$ cat src/rtl/tdc_sweep_if.sv
// ----------------------------------------------------------------------------
// tdc_sweep_if
// Control and result handshake bundle between the delay-sensor sweep
// sequencer and its requester/readout logic.
//   start, abort                   : sweep control from the requester
//   first_tap, last_tap, n_samples : sweep setup, captured on accepted start
//   res_valid/res_ready            : result handshake
//   res_tap, res_count             : result payload
//   busy, done                     : sequencer status
// master = requester/readout side, slave = sequencer side.
// ----------------------------------------------------------------------------
interface tdc_sweep_if #(
    parameter int TAP_W = 4,
    parameter int CNT_W = 8
);
    logic             start;
    logic             abort;
    logic [TAP_W-1:0] first_tap;
    logic [TAP_W-1:0] last_tap;
    logic [CNT_W-1:0] n_samples;
    logic             res_valid;
    logic             res_ready;
    logic [TAP_W-1:0] res_tap;
    logic [CNT_W-1:0] res_count;
    logic             busy;
    logic             done;

    modport master (
        output start, abort, first_tap, last_tap, n_samples, res_ready,
        input  res_valid, res_tap, res_count, busy, done
    );

    modport slave (
        input  start, abort, first_tap, last_tap, n_samples, res_ready,
        output res_valid, res_tap, res_count, busy, done
    );
endinterface

$ cat src/rtl/tdc_sweep_ctrl.sv
// ----------------------------------------------------------------------------
// tdc_sweep_ctrl
// Measurement sequencer for the inverter-chain delay sensor. On start it walks
// tap_sel from first_tap to last_tap; for each tap it waits SETTLE_CYC cycles,
// counts how many of n_samples synchronised sensor samples are high, and
// presents one {tap, count} result over a valid/ready handshake.
// Ports:
//   clk        : system clock
//   rst_n      : asynchronous active-low reset
//   sensor_in  : raw asynchronous sensor output (synchronised internally)
//   sensor_en  : enables the sensor chain (SETTLE and SAMPLE)
//   tap_sel    : registered tap select to the sensor mux
//   bus        : control, setup, result handshake and status (slave side)
// ----------------------------------------------------------------------------
module tdc_sweep_ctrl #(
    parameter int N_TAPS     = 16,
    parameter int TAP_W      = 4,
    parameter int SETTLE_CYC = 4,
    parameter int CNT_W      = 8
) (
    input  logic             clk,
    input  logic             rst_n,
    input  logic             sensor_in,
    output logic             sensor_en,
    output logic [TAP_W-1:0] tap_sel,
    tdc_sweep_if.slave       bus
);

    typedef enum logic [1:0] {
        ST_IDLE,
        ST_SETTLE,
        ST_SAMPLE,
        ST_REPORT
    } state_t;

    state_t           r_state;
    state_t           w_state_nx;
    logic             w_done_nx;

    logic             r_sync1;
    logic             r_s_sync;
    logic [7:0]       r_settle_cnt;
    logic [CNT_W-1:0] r_samp_cnt;
    logic [CNT_W-1:0] r_count;
    logic [CNT_W-1:0] r_nsamp;
    logic [TAP_W-1:0] r_tap;
    logic [TAP_W-1:0] r_last;
    logic             r_done;

    logic             w_settle_last;
    logic             w_samp_last;

    // Only matters when N_TAPS is not a power of two: tap codes past the
    // last implemented tap collapse onto it.
    function automatic logic [TAP_W-1:0] clamp_tap(input logic [TAP_W-1:0] t);
        if ({1'b0, t} >= (TAP_W+1)'(N_TAPS))
            return TAP_W'(N_TAPS - 1);
        else
            return t;
    endfunction

    assign w_settle_last = (r_settle_cnt == 8'(SETTLE_CYC - 1));
    assign w_samp_last   = (r_samp_cnt == (r_nsamp - CNT_W'(1)));

    always_comb begin
        w_state_nx = r_state;
        w_done_nx  = 1'b0;
        case (r_state)
            ST_IDLE: begin
                if (bus.start)
                    w_state_nx = ST_SETTLE;
            end
            ST_SETTLE: begin
                if (w_settle_last)
                    w_state_nx = (r_nsamp == '0) ? ST_REPORT : ST_SAMPLE;
            end
            ST_SAMPLE: begin
                if (w_samp_last)
                    w_state_nx = ST_REPORT;
            end
            ST_REPORT: begin
                if (bus.res_ready) begin
                    // Strict less-than keeps tap_sel from ever wrapping and
                    // makes a reversed range measure first_tap only.
                    if (r_tap < r_last) begin
                        w_state_nx = ST_SETTLE;
                    end else begin
                        w_state_nx = ST_IDLE;
                        w_done_nx  = 1'b1;
                    end
                end
            end
            default: w_state_nx = ST_IDLE;
        endcase
        // abort overrides start and any same-cycle handshake
        if (bus.abort) begin
            w_state_nx = ST_IDLE;
            w_done_nx  = 1'b0;
        end
    end

    always_ff @(posedge clk or negedge rst_n) begin
        if (!rst_n) begin
            r_state      <= ST_IDLE;
            r_done       <= 1'b0;
            r_sync1      <= 1'b0;
            r_s_sync     <= 1'b0;
            r_settle_cnt <= '0;
            r_samp_cnt   <= '0;
            r_count      <= '0;
            r_nsamp      <= '0;
            r_tap        <= '0;
            r_last       <= '0;
        end else begin
            r_state  <= w_state_nx;
            r_done   <= w_done_nx;
            r_sync1  <= sensor_in;
            r_s_sync <= r_sync1;

            // Counters restart whenever the state is left or re-entered.
            if (r_state == ST_SETTLE && w_state_nx == ST_SETTLE)
                r_settle_cnt <= r_settle_cnt + 8'd1;
            else
                r_settle_cnt <= '0;

            if (r_state == ST_SAMPLE && w_state_nx == ST_SAMPLE)
                r_samp_cnt <= r_samp_cnt + CNT_W'(1);
            else
                r_samp_cnt <= '0;

            // Held through REPORT until transfer, cleared everywhere else.
            if (r_state == ST_SAMPLE)
                r_count <= r_count + CNT_W'(r_s_sync);
            else if (r_state == ST_REPORT && w_state_nx == ST_REPORT)
                r_count <= r_count;
            else
                r_count <= '0;

            if (r_state == ST_IDLE && w_state_nx == ST_SETTLE) begin
                r_tap   <= clamp_tap(bus.first_tap);
                r_last  <= clamp_tap(bus.last_tap);
                r_nsamp <= bus.n_samples;
            end else if (r_state == ST_REPORT && w_state_nx == ST_SETTLE) begin
                r_tap <= r_tap + TAP_W'(1);
            end
        end
    end

    assign sensor_en     = (r_state == ST_SETTLE) || (r_state == ST_SAMPLE);
    assign tap_sel       = r_tap;
    assign bus.res_valid = (r_state == ST_REPORT);
    assign bus.res_tap   = r_tap;
    assign bus.res_count = r_count;
    assign bus.busy      = (r_state != ST_IDLE);
    assign bus.done      = r_done;

endmodule

$ cat src/flat_wrapper.sv
// flat-port wrapper written by rule: the top's interface ports become plain ports
module tdc_sweep_ctrl_flat 
#(
    parameter int N_TAPS     = 16,
    parameter int TAP_W      = 4,
    parameter int SETTLE_CYC = 4,
    parameter int CNT_W      = 8
)
  (clk, rst_n, sensor_in, sensor_en, tap_sel, bus_start, bus_abort, bus_first_tap, bus_last_tap, bus_n_samples, bus_res_ready, bus_res_valid, bus_res_tap, bus_res_count, bus_busy, bus_done);
  tdc_sweep_if #(.TAP_W(TAP_W), .CNT_W(CNT_W)) bus_i ();
  input  logic clk;
  input  logic rst_n;
  input  logic sensor_in;
  output logic sensor_en;
  output logic [TAP_W-1:0] tap_sel;
  input wire logic [$bits(bus_i.start)-1:0] bus_start;
  input wire logic [$bits(bus_i.abort)-1:0] bus_abort;
  input wire logic [$bits(bus_i.first_tap)-1:0] bus_first_tap;
  input wire logic [$bits(bus_i.last_tap)-1:0] bus_last_tap;
  input wire logic [$bits(bus_i.n_samples)-1:0] bus_n_samples;
  input wire logic [$bits(bus_i.res_ready)-1:0] bus_res_ready;
  output wire logic [$bits(bus_i.res_valid)-1:0] bus_res_valid;
  output wire logic [$bits(bus_i.res_tap)-1:0] bus_res_tap;
  output wire logic [$bits(bus_i.res_count)-1:0] bus_res_count;
  output wire logic [$bits(bus_i.busy)-1:0] bus_busy;
  output wire logic [$bits(bus_i.done)-1:0] bus_done;
  assign bus_i.start = bus_start;
  assign bus_i.abort = bus_abort;
  assign bus_i.first_tap = bus_first_tap;
  assign bus_i.last_tap = bus_last_tap;
  assign bus_i.n_samples = bus_n_samples;
  assign bus_i.res_ready = bus_res_ready;
  assign bus_res_valid = bus_i.res_valid;
  assign bus_res_tap = bus_i.res_tap;
  assign bus_res_count = bus_i.res_count;
  assign bus_busy = bus_i.busy;
  assign bus_done = bus_i.done;
  tdc_sweep_ctrl #(.N_TAPS(N_TAPS), .TAP_W(TAP_W), .SETTLE_CYC(SETTLE_CYC), .CNT_W(CNT_W)) u_core (.clk(clk), .rst_n(rst_n), .sensor_in(sensor_in), .sensor_en(sensor_en), .tap_sel(tap_sel), .bus(bus_i));
endmodule
$ cat config.mk
export PLATFORM = sky130hd
export DESIGN_NAME = tdc_sweep_ctrl_flat
export DESIGN_NICKNAME = d
export VERILOG_FILES = /design/src/rtl/tdc_sweep_if.sv /design/src/rtl/tdc_sweep_ctrl.sv /design/src/flat_wrapper.sv
export SDC_FILE = /design/constraint.sdc
export NUM_CORES = 1
export LEC_CHECK = 0
export ABC_CLOCK_PERIOD_IN_PS = 7000
export CORE_AREA = 2 2 103 105
export CTS_BUF_LIST = sky130_fd_sc_hd__clkbuf_16
export DETAILED_ROUTE_END_ITERATION = 10
export DIE_AREA = 0 0 105 107
export PLACE_DENSITY = 0.41
export SETUP_SLACK_MARGIN = 0.02
export SLEW_MARGIN = 20
export SYNTH_ARGS = -nofsm -noshare
export SYNTH_HDL_FRONTEND = slang
export SYNTH_SLANG_ARGS = --single-unit
$ cat constraint.sdc
create_clock -name clk -period 7 [get_ports clk]
set_clock_uncertainty 0.2 [all_clocks]
set_input_delay 1.05 -clock clk [delete_from_list [all_inputs] [get_ports clk]]
set_output_delay 1.05 -clock clk [all_outputs]
set_load 0.005 [all_outputs]
* After elaboration in Yosys (flattened, before gate mapping)
Index checks and enable logic that the tools add are counted.
Word-level totals: logic and storage cells 53, output and inout bits 20, flip-flop bits (word level) 45, input port bits 22
Cells by class: $lt $le $gt $ge 1, add/sub/neg operators 5, mux-type cells 18, reductions and logical operators 10, equal/unequal tests 9
Operator list (number):
- $mux 8 | 4
- $add 8x1->8 const B | 2
- $mux 2 | 5
- $add 8x1->8 | 1
- $eq 2x2->1 const B | 4
- $eq 8x2->1 const B | 1
- $eq 8x8->1 | 1
- $logic_not 8->1 | 1
- $mux 4 | 2
- $pmux 2 s4 | 1
- $sub 8x1->8 const B | 1
- $mux 1 | 6
- $logic_and 1x1->1 | 5
- $add 4x1->4 const B | 1
- $eq 2x1->1 const B | 2
- $lt 4x4->1 | 1
- $reduce_bool 2->1 | 2
- $logic_not 2->1 | 1
- $ne 2x1->1 const B | 1
- $logic_or 1x1->1 | 1

* Depth between registers and ports, before layout
word-level depth 9, depth in mapped cells 10, mapped depth without buffers 9

* Worst setup path after synthesis
OpenSTA, ideal clock, no wires.
kind input -> register, start input port bus_res_ready, end register u_core.r_last[0], arrival time 2.630 ns, slack 4.045 ns, buffers on the path 1, library setup time 0.125 ns, data required time 6.675 ns, cell stages on the path 7, cell sequence nor2b_1 o311ai_0 o21ai_0 or2_2 nor2_2 buf_2 mux2_2
On the way: cells in the longest elaborated chain, start to end 5
Ends and longest elaborated chain:
- from (decl) | RTL line flat_wrapper.sv:21 | input wire logic [$bits(bus_i.res_ready)-1:0] bus_res_ready;
- $mux 2 | RTL line tdc_sweep_ctrl.sv:82 | if (bus.res_ready) begin
- $pmux 2 s4 | RTL line tdc_sweep_ctrl.sv:68 | case (r_state)
- $mux 2 | RTL line tdc_sweep_ctrl.sv:96 | if (bus.abort) begin
- $eq 2x1->1 | RTL line tdc_sweep_ctrl.sv:139 | if (r_state == ST_IDLE && w_state_nx == ST_SETTLE) begin
- $logic_and 1x1->1 | RTL line tdc_sweep_ctrl.sv:139
- to (signal assigned) | RTL line tdc_sweep_ctrl.sv:141 | r_last <= clamp_tap(bus.last_tap);
- to (decl) | RTL line tdc_sweep_ctrl.sv:47 | logic [TAP_W-1:0] r_last;
Every way passes these cells. A chain may end at the register's enable or synchronous reset.

* Final worst setup path
start input port bus_res_ready, end register u_core.r_nsamp[3]
On the way: cells in the longest elaborated chain, start to end 5
Ends and longest elaborated chain:
- $mux 2 | RTL line tdc_sweep_ctrl.sv:82
- $pmux 2 s4 | RTL line tdc_sweep_ctrl.sv:68
- $mux 2 | RTL line tdc_sweep_ctrl.sv:96
- $eq 2x1->1 | RTL line tdc_sweep_ctrl.sv:139
- $logic_and 1x1->1 | RTL line tdc_sweep_ctrl.sv:139
- to (signal assigned) | RTL line tdc_sweep_ctrl.sv:142 | r_nsamp <= bus.n_samples;
- to (decl) | RTL line tdc_sweep_ctrl.sv:45 | logic [CNT_W-1:0] r_nsamp;
Every way passes these cells.

==> flow_metrics.tcl <==
set metrics [dict create \
    status "completed" \
    globalRouteOverflowTotal 0 \
    die_w_um 105 \
    netlist_area_um2 2470 \
    start_util 0.245 \
    end_kind "flip-flop" \
    drc_errors 0 \
    antenna_found_initial 0 \
    first_iter_violations 38 \
    required_ns 6.97 \
    finalSetupViolations 0 \
    clockRootBuffer "clkbuf_16" \
    clock.fmax_mhz 283 \
    p_per_area_nw_per_um2 256 \
    path_clk_slew_ns 0.06 \
    worst_slew_pin_slew_ns 0.727 \
    p_leak_nw 1.33 \
    post_cts_resized 0 \
    final-hold-violation-count 0 \
    cap_violations 0 \
    vias 1892 \
    dieArea_um2 11200 \
    cts_tree "done" \
    yosys.area.top_type "dfrtp_1" \
    grt_pass1_wl_mm 9.61 \
    grt_max_degree 46 \
    tns_ns 0 \
    yosysWarnings 0 \
    fin_ws_ns 3.46 \
    fin_crit_sh 0.506 \
    synth_edf_count 0 \
    wl_per_cell_um 13.4 \
    synth_top_area_frac 0.455 \
    reg2regPathDepth 7 \
    synth_ff_type "dfrtp_1" \
    nets 320 \
    rows 37 \
    seq_area_frac_synth 0.455 \
    finalPower_mw 0.815 \
    dp_hpwl_mm 4.19 \
    worstPathArrival_ns 3.51 \
    n_antenna_cell 0 \
    syn-instance-count 243 \
    drt_wl_total_mm 5.66 \
    portBuffers 41 \
    async_flop_share 1.00 \
    stdcell_area_um2 3180 \
    critPathLaunchType "input port" \
    place_worst_setup_slack_ns 3.15 \
    clk_latency_ns 0.29 \
    vdd_drop_max_mv 0.101 \
    place_congestion 0.738 \
    final_cells 421 \
    grt_usage 0.108 \
    fin_util 0.315 \
    ant_nets 0 \
    hp-class "reg -> reg" \
    ios 42 \
    rsz0062_at_grt "false" \
    synth_cell_types 46 \
    synth_area_per_cell_um2 10.2 \
    hold_buffers 0 \
    crit_fanout 14 \
    clockBufferDepth 2 \
    post-cts-setup-buffers 0 \
    chipHeight_um 107 \
    drive_gt1_frac 0.0912 \
    ys_seq_elements 45 \
    holdPathStages 0 \
    period_needed_ns 3.54 \
    yosys-top-cells-area "dfrtp_1 46%, ha_1 7.1%, mux2_2 5.5%, xor2_1 5.0%, xnor2_1 3.9%" \
    viasPerCell 4.49 \
    grt_pass1_vias 1923 \
    cts_buffers 5 \
    firstDrtPassIters 4 \
    crit_type "in -> reg" \
    h-tree-depth 2 \
    placed_cells_incl_taps 413 \
    core-area_um2 10100 \
    synth_nets 279 \
    drv_slew 0 \
    hold_slack_ns 0.150 \
    slew_headroom 0.515 \
    syn_to_final_growth_pct 28.6 \
    clock-sinks 45 \
    place_area_um2 3010 \
]
path summary, 6_finish.rpt:
check / to / start / slack [ns]
setup / recovery: u_core.r_nsamp[3] / bus_res_ready / 3.46
hold / removal: u_core.r_s_sync / u_core.r_sync1 / 0.15
setup reg to reg: u_core.r_nsamp[3] / u_core.r_state[0] / 3.77
hold reg to reg: u_core.r_s_sync / u_core.r_sync1 / 0.15
max in group asynchronous: u_core.r_settle_cnt[5] / rst_n / 5.53
min in group asynchronous: u_core.bus.res_tap[0] / rst_n / 0.66
cells in the final DEF (no fill, tap or decap), types with 2 or more instances in the layout:
cell type	count
xor2_1	14
o22ai_1	4
a21oi_1	5
a221o_1	2
clkbuf_16	5
o211a_1	2
nand2b_1	5
and3_1	7
mux2_2	12
inv_1	14
clkdlybuf4s50_1	40
nand4_1	2
xnor2_1	11
o21ai_0	8
nor2_1	21
o31ai_1	3
nand2_1	17
dfrtp_1	45
nor3b_1	2
nor3_1	5
a31oi_1	2
nand3_1	16
ha_1	14
mux2i_1	2
nor2b_1	2
per-layer routing:
layer / global-route usage / share of wire / vias to the layer above
met5: 0 / 0 / -
met4: 0.0476 / 0.026 / 0
met3: 0.0231 / 0.034 / 9
met2: 0.163 / 0.46 / 29
met1: 0.147 / 0.48 / 917
li1: - / - / 937
kinds of logic after synthesis:
kind of cell | synth area share
and+or+nand+nor | 0.179
DFF | 0.455
AOI/OAI and AO/OA | 0.103
xor gates and xnor gates | 0.0886
buffers and inverters | 0.0400
muxes | 0.0628
adders and majority gates | 0.0709
worst max-delay path: stages:
cell and delay (ns):
clkdlybuf4s50_1 0.47, nor2b_1 0.06, o311ai_0 0.29, o21ai_0 0.26
or2_2 0.40, nor2_2 0.57, mux2_2 0.41
cells in the mapped netlist, types with 5 or more instances:
cell type and n:
nand3_1 16, and3_1 7, dfrtp_1 45, mux2_2 12, nor2_1 21, nand2_1 17, a21oi_1 5, nor3_1 5
o21ai_0 8, xnor2_1 11, ha_1 14, nand2b_1 5, xor2_1 14, inv_1 14
final cells by class:
| class | instances | area [µm²] |
|---|---|---|
| clock inverter | 3 | 46.3 |
| sequential | 45 | 1130 |
| multi-input combinational | 176 | 1250 |
| tap | 136 | 170 |
| inverter | 14 | 52.6 |
| clock buffer | 5 | 125 |
| timing repair buffer | 42 | 413 |
| fill | 1070 | 6910 |
report_power, final:
part	switching [mW]	total [mW]	leakage (nW)	internal, mW
Clock	0.103	0.272	0.0800	0.169
Combinational	0.0843	0.200	0.658	0.116
Sequential	0.0479	0.343	0.588	0.295
state kept, by name, summed over array words and instances, names as in the netlist:
signal / flops
u_core.bus.done: 1
u_core.r_last: 4
u_core.r_state: 2
u_core.bus.res_tap: 4
u_core.bus.res_count: 8
u_core.r_nsamp: 8
u_core.r_sync1: 1
u_core.r_settle_cnt: 8
u_core.r_samp_cnt: 8
u_core.r_s_sync: 1
(Power assumes the default switching activity.)
